**config.mk**
```make
export PLATFORM = sky130hd
export DESIGN_NAME = cache_ctrl
export DESIGN_NICKNAME = d
export VERILOG_FILES = /design/src/rtl/cache_pkg.sv /design/src/rtl/sat_counter.sv /design/src/rtl/cache_ctrl.sv
export SDC_FILE = /design/constraint.sdc
export NUM_CORES = 1
export LEC_CHECK = 0
export BUFFER_PORTS_ARGS = -buffer_cell sky130_fd_sc_hd__buf_2
export CAP_MARGIN = 20
export CORE_AREA = 2 2 129 131
export DETAILED_ROUTE_END_ITERATION = 6
export DIE_AREA = 0 0 131 133
export GPL_ROUTABILITY_DRIVEN = 0
export PLACE_DENSITY = 0.7
export SLEW_MARGIN = 20
export SYNTH_ARGS = -nofsm -noshare
export SYNTH_HDL_FRONTEND = slang
export SYNTH_SLANG_ARGS = --single-unit
```
**constraint.sdc**
```tcl
create_clock -name clk -period 4.9 [get_ports clk]
set_input_delay 0.245 -clock clk [delete_from_list [all_inputs] [get_ports clk]]
set_output_delay 0.245 -clock clk [all_outputs]
set_load 0.02 [all_outputs]
```
**src/rtl/cache_pkg.sv**
```systemverilog
// Shared definitions for the data cache controller and the cache array it drives.
package cache_pkg;

    localparam int DEFAULT_DATA_WIDTH = 32;
    localparam int DEFAULT_SET_WIDTH  = 6;

    typedef enum logic [1:0] {
        IDLE,
        RD_MISS,
        REFILL,
        WR_THRU
    } cache_state_t;

endpackage

```
**src/rtl/sat_counter.sv**
```systemverilog
// Event counter that sticks at its maximum value instead of wrapping.
module sat_counter #(
    parameter int WIDTH = 16
) (
    input  logic             clk,
    input  logic             rst,
    input  logic             inc,
    output logic [WIDTH-1:0] count
);

    logic [WIDTH-1:0] count_q;
    logic [WIDTH-1:0] count_d;

    always_comb begin
        count_d = count_q;
        if (inc && (count_q != '1)) begin
            count_d = count_q + 1'b1;
        end
    end

    always_ff @(posedge clk or posedge rst) begin
        if (rst) begin
            count_q <= '0;
        end else begin
            count_q <= count_d;
        end
    end

    assign count = count_q;

endmodule

```
**src/rtl/cache_ctrl.sv**
```systemverilog
// Sequencer for a direct-mapped, one-word-per-line, write-through/write-allocate
// data cache: serves hits at zero stall, refills on read miss, forwards stores to memory.
module cache_ctrl
    import cache_pkg::*;
#(
    parameter int DATA_WIDTH = DEFAULT_DATA_WIDTH,
    parameter int SET_WIDTH  = DEFAULT_SET_WIDTH,
    parameter int CNT_WIDTH  = 16
) (
    input  logic                  clk,
    input  logic                  rst,
    input  logic [DATA_WIDTH-1:0] cpu_addr,
    input  logic [DATA_WIDTH-1:0] cpu_wdata,
    input  logic                  cpu_ren,
    input  logic                  cpu_wen,
    output logic [DATA_WIDTH-1:0] cpu_rdata,
    output logic                  stall,
    output logic [DATA_WIDTH-1:0] cache_addr,
    output logic [DATA_WIDTH-1:0] cache_din,
    output logic                  cache_wen,
    input  logic                  cache_hit,
    input  logic [DATA_WIDTH-1:0] cache_dout,
    output logic [DATA_WIDTH-1:0] mem_addr,
    output logic [DATA_WIDTH-1:0] mem_wdata,
    output logic                  mem_req,
    output logic                  mem_we,
    input  logic                  mem_ack,
    input  logic [DATA_WIDTH-1:0] mem_rdata,
    output logic [CNT_WIDTH-1:0]  hit_count,
    output logic [CNT_WIDTH-1:0]  miss_count
);

    localparam int TAG_LSB = SET_WIDTH + 2;

    cache_state_t          state_q;
    cache_state_t          state_d;
    logic [DATA_WIDTH-1:2] addr_q;
    logic [DATA_WIDTH-1:2] addr_d;
    logic [DATA_WIDTH-1:0] data_q;
    logic [DATA_WIDTH-1:0] data_d;
    logic [DATA_WIDTH-1:0] line_addr;
    logic                  hit_inc;
    logic                  miss_inc;

    // Only the word address is kept; rebuilt as tag | set | zero byte offset.
    assign line_addr = {addr_q[DATA_WIDTH-1:TAG_LSB], addr_q[TAG_LSB-1:2], 2'b00};

    always_comb begin
        state_d  = state_q;
        addr_d   = addr_q;
        data_d   = data_q;
        hit_inc  = 1'b0;
        miss_inc = 1'b0;
        case (state_q)
            IDLE: begin
                if (cpu_wen) begin
                    addr_d  = cpu_addr[DATA_WIDTH-1:2];
                    data_d  = cpu_wdata;
                    state_d = WR_THRU;
                end else if (cpu_ren) begin
                    if (cache_hit) begin
                        hit_inc = 1'b1;
                    end else begin
                        addr_d   = cpu_addr[DATA_WIDTH-1:2];
                        miss_inc = 1'b1;
                        state_d  = RD_MISS;
                    end
                end
            end
            RD_MISS: begin
                // Read data goes through data_q so no output depends on mem_rdata.
                if (mem_ack) begin
                    data_d  = mem_rdata;
                    state_d = REFILL;
                end
            end
            REFILL: begin
                state_d = IDLE;
            end
            WR_THRU: begin
                if (mem_ack) begin
                    state_d = IDLE;
                end
            end
            default: begin
                state_d = IDLE;
            end
        endcase
    end

    always_comb begin
        cpu_rdata  = cache_dout;
        cache_addr = (state_q == IDLE) ? cpu_addr : line_addr;
        cache_din  = data_q;
        cache_wen  = (state_q == REFILL) || ((state_q == WR_THRU) && mem_ack);
        mem_addr   = line_addr;
        mem_wdata  = data_q;
        mem_req    = (state_q == RD_MISS) || (state_q == WR_THRU);
        mem_we     = (state_q == WR_THRU);
        stall      = (state_q != IDLE) || cpu_wen || (cpu_ren && !cache_hit);
    end

    always_ff @(posedge clk or posedge rst) begin
        if (rst) begin
            state_q <= IDLE;
            addr_q  <= '0;
            data_q  <= '0;
        end else begin
            state_q <= state_d;
            addr_q  <= addr_d;
            data_q  <= data_d;
        end
    end

    sat_counter #(.WIDTH(CNT_WIDTH)) u_hit_counter (
        .clk   (clk),
        .rst   (rst),
        .inc   (hit_inc),
        .count (hit_count)
    );

    sat_counter #(.WIDTH(CNT_WIDTH)) u_miss_counter (
        .clk   (clk),
        .rst   (rst),
        .inc   (miss_inc),
        .count (miss_count)
    );

endmodule

```
==> impl_metrics.yaml <==
global_route:
  grt_max_degree: 67
  grtUsageTotal: 0.145
  antenna_found_initial: 0
  grt_pass1_wl_um: 19700
  grt_pass1_vias: 3857
  grt_overflow: 0
floorplanning:
  coreArea_um2: 16200
  io_pins: 330
  die_area_um2: 17400
  rows: 47
  die_h_um: 133
  start_util: 0.321
  die_width_um: 131
hold_path:
  hold_depth: 2
  hold_path_class: "in2reg"
  hold_end: "addr_q[28]"
  worstHoldStart: "cpu_addr[28]"
cts:
  clock_sinks: 96
  cts_resized: 0
  root_buffer: "clkbuf_16"
  clkTransAtPathRegs_ns: 0.08
  cts_buffers: 9
  insertion_delay_ns: 0.35
  h-tree-depth: 3
  clk_path_buf_depth: 2
  cts_tree: "built"
timing:
  max_freq_mhz: 469
  period_share: 0.435
  final_max_slew_viol_count: 0
  max-slew-margin-rel: 0.339
  tightestPinTransition_ns: 0.988
  grt_setup_unrepaired: "false"
  skew_ns: 0.00783
  setup_viol: 0
  hold_violations: 0
  timing.final.crit_period_ns: 2.13
  fin_setup_tns_ns: 0
synth:
  ys_ff_latch: 96
  synth_area_um2: 5200
  synth_edf_count: 0
  seq_area_frac_synth: 0.462
  ys_warn_count: 0
  syn_area_per_cell_um2: 11.1
  async_flop_share: 1.00
  syn_inst: 468
  synth_top_flop_cell: "dfrtp_1"
  synth_cell_types: 37
placed_design:
  port_buffers: 263
  dp_hpwl_um: 9650
  post_dp_cell_area_um2: 6240
pwr:
  powerDensity_nw_per_um2: 685
  vdd_drop_max_mv: 0.463
  leakage_nw: 3.47
  total_power_w: 0.00452
final_layout:
  final_nets: 797
  syn_to_final_growth_pct: 27.0
  fin_area_um2: 6600
  antenna_cells: 0
  fill_cells: 1564
  drive_gt1_frac: 0.536
  fin_util: 0.408
drt:
  wl_per_cell_um: 14.3
  drc: 0
  firstDrtPassIters: 4
  drtAntennaViolNets: 0
  vias: 3988
  routed_wl_um: 12600
  via_per_inst: 4.50
  first_iter_violations: 117
critical_path:
  r2r_cells: 3
  path_max_fanout: 34
  r2r-start: "state_q[0]"
  worstReg2RegEnd: "cache_din[13]"
  end_kind: "output port"
  start_kind: "flop"
  required_ns: 4.66
  crit_type: "reg2out"
  crit_arrival_ns: 1.89
  ff2ff_setup_slack_ns: 2.95
flow_run:
  drv_cap: 0
outcome:
  status: "finished, final reports clean"
-- per-stage QoR --
stage               hold WS (ns)  worst slack (ns)  std cells
floorplan                  0.396              2.15        469
detailed placement         0.280              2.88        869
finish                     0.135              2.77        886
global route               0.120              2.64        886
global placement           0.264              2.98        869
CTS                        0.114              2.74        886
-- layout make-up --
cell class,count,area [um2],share of cell area
Tap cell,220,275,0.0417
Inverter,3,13.8,0.00208
Multi-Input combinational cell,284,2210,0.335
Timing Repair Buffer,267,1350,0.204
Sequential cell,96,2400,0.364
Clock inverter,7,126,0.0191
Clock buffer,9,225,0.0341
-- worst max-delay path: stages (launching register included) --
cell and delay (ns):
dfrtp_1 0.46, nor2_2 0.10, buf_4 0.37, mux2_2 0.42, buf_2 0.17
-- report_power, final --
part           leakage [nW]  total [W]  switching, W  internal, W
Combinational          2.10    0.00233       0.00142     0.000911
Sequential             1.20    0.00136      0.000270      0.00109
Clock                 0.169   0.000829      0.000322     0.000506
-- per-layer routing --
metal / vias up / global-route usage / part of all wire
met2: 141 / 0.244 / 0.51
li1: 1966 / - / -
met5: - / 0 / 0
met1: 1861 / 0.181 / 0.42
met4: 0 / 0.0396 / 0.011
met3: 20 / 0.0412 / 0.059
-- kinds of logic (layout without fill, tap and decap cells) --
family | after synthesis | in the layout | share of synthesized area
AND/OR/NAND/NOR | 111 | 111 | 0.122
multiplexers | 98 | 98 | 0.204
flip-flops | 96 | 96 | 0.462
buffers and inverters | 89 | 286 | 0.116
AO/OA/AOI/OAI | 45 | 45 | 0.0469
XOR/XNOR | 26 | 26 | 0.0438
adder cells (fa/ha/maj) | 2 | 2 | 0.00481
other | 1 | 2 | 0.000721
-- synth_stat cells (all sizes together), types with 2 or more instances --
master   n  area (um2)
nor2     5        18.8
nand2b   2        12.5
nor4     5        82.6
nand3    7        35.0
and3     8        50.1
o21ai   36         184
nor3     5        25.0
and2     8        50.1
ha       2        25.0
buf     76         552
a21oi    3        15.0
nand2   45         169
mux2i   35         350
dfrtp   96        2400
clkbuf  10        37.5
o211ai   3        22.5
xnor2   18         158
xor2     8        70.1
mux2    63         709
nand4   16         106
and4     6        52.6
inv      3        11.3
-- flip-flops by register name (all words and copies together), names as in the netlist --
signal and count:
cache_din 32, addr_q 30, u_hit_counter.count 16, u_miss_counter.count 16, state_q 2
-- cells in the final DEF (no fill, tap or decap), types with 2 or more instances in the layout --
master / n
clkbuf_16: 9
nand2_1: 43
inv_6: 2
nor2_1: 4
xor2_1: 8
o21ai_2: 2
nor3_1: 5
ha_1: 2
buf_2: 263
nand4_1: 15
and3_1: 8
mux2_2: 63
bufinv_16: 3
o211ai_1: 3
mux2i_1: 35
a21oi_1: 3
dfrtp_1: 96
nand2_2: 2
nor4_4: 3
xnor2_1: 18
nand2b_1: 2
and4_1: 6
o21ai_0: 34
inv_1: 2
and2_1: 8
conb_1: 2
nand3_1: 7
buf_4: 3
-- timing repair --
| item | 4_1_cts | 5_1_grt |
|---|---|---|
| hold buffers | 1 | 0 |
| setup buffers | 0 | 0 |
| endpoints found under the hold margin | 30 | 0 |
-- worst max-delay path by stage --
| stage | end | from | depth (start not counted) |
|---|---|---|---|
| after floorplan | addr_q[10] | rst | 1 |
| after global placement | cache_din[18] | state_q[0] | 3 |
| after detailed placement | cache_din[13] | state_q[0] | 3 |
| after CTS | cache_addr[30] | state_q[0] | 4 |
| after global routing | cache_addr[30] | state_q[0] | 4 |
| final | cache_addr[30] | state_q[0] | 4 |
No activity file was read; power rests on OpenSTA's default activity.
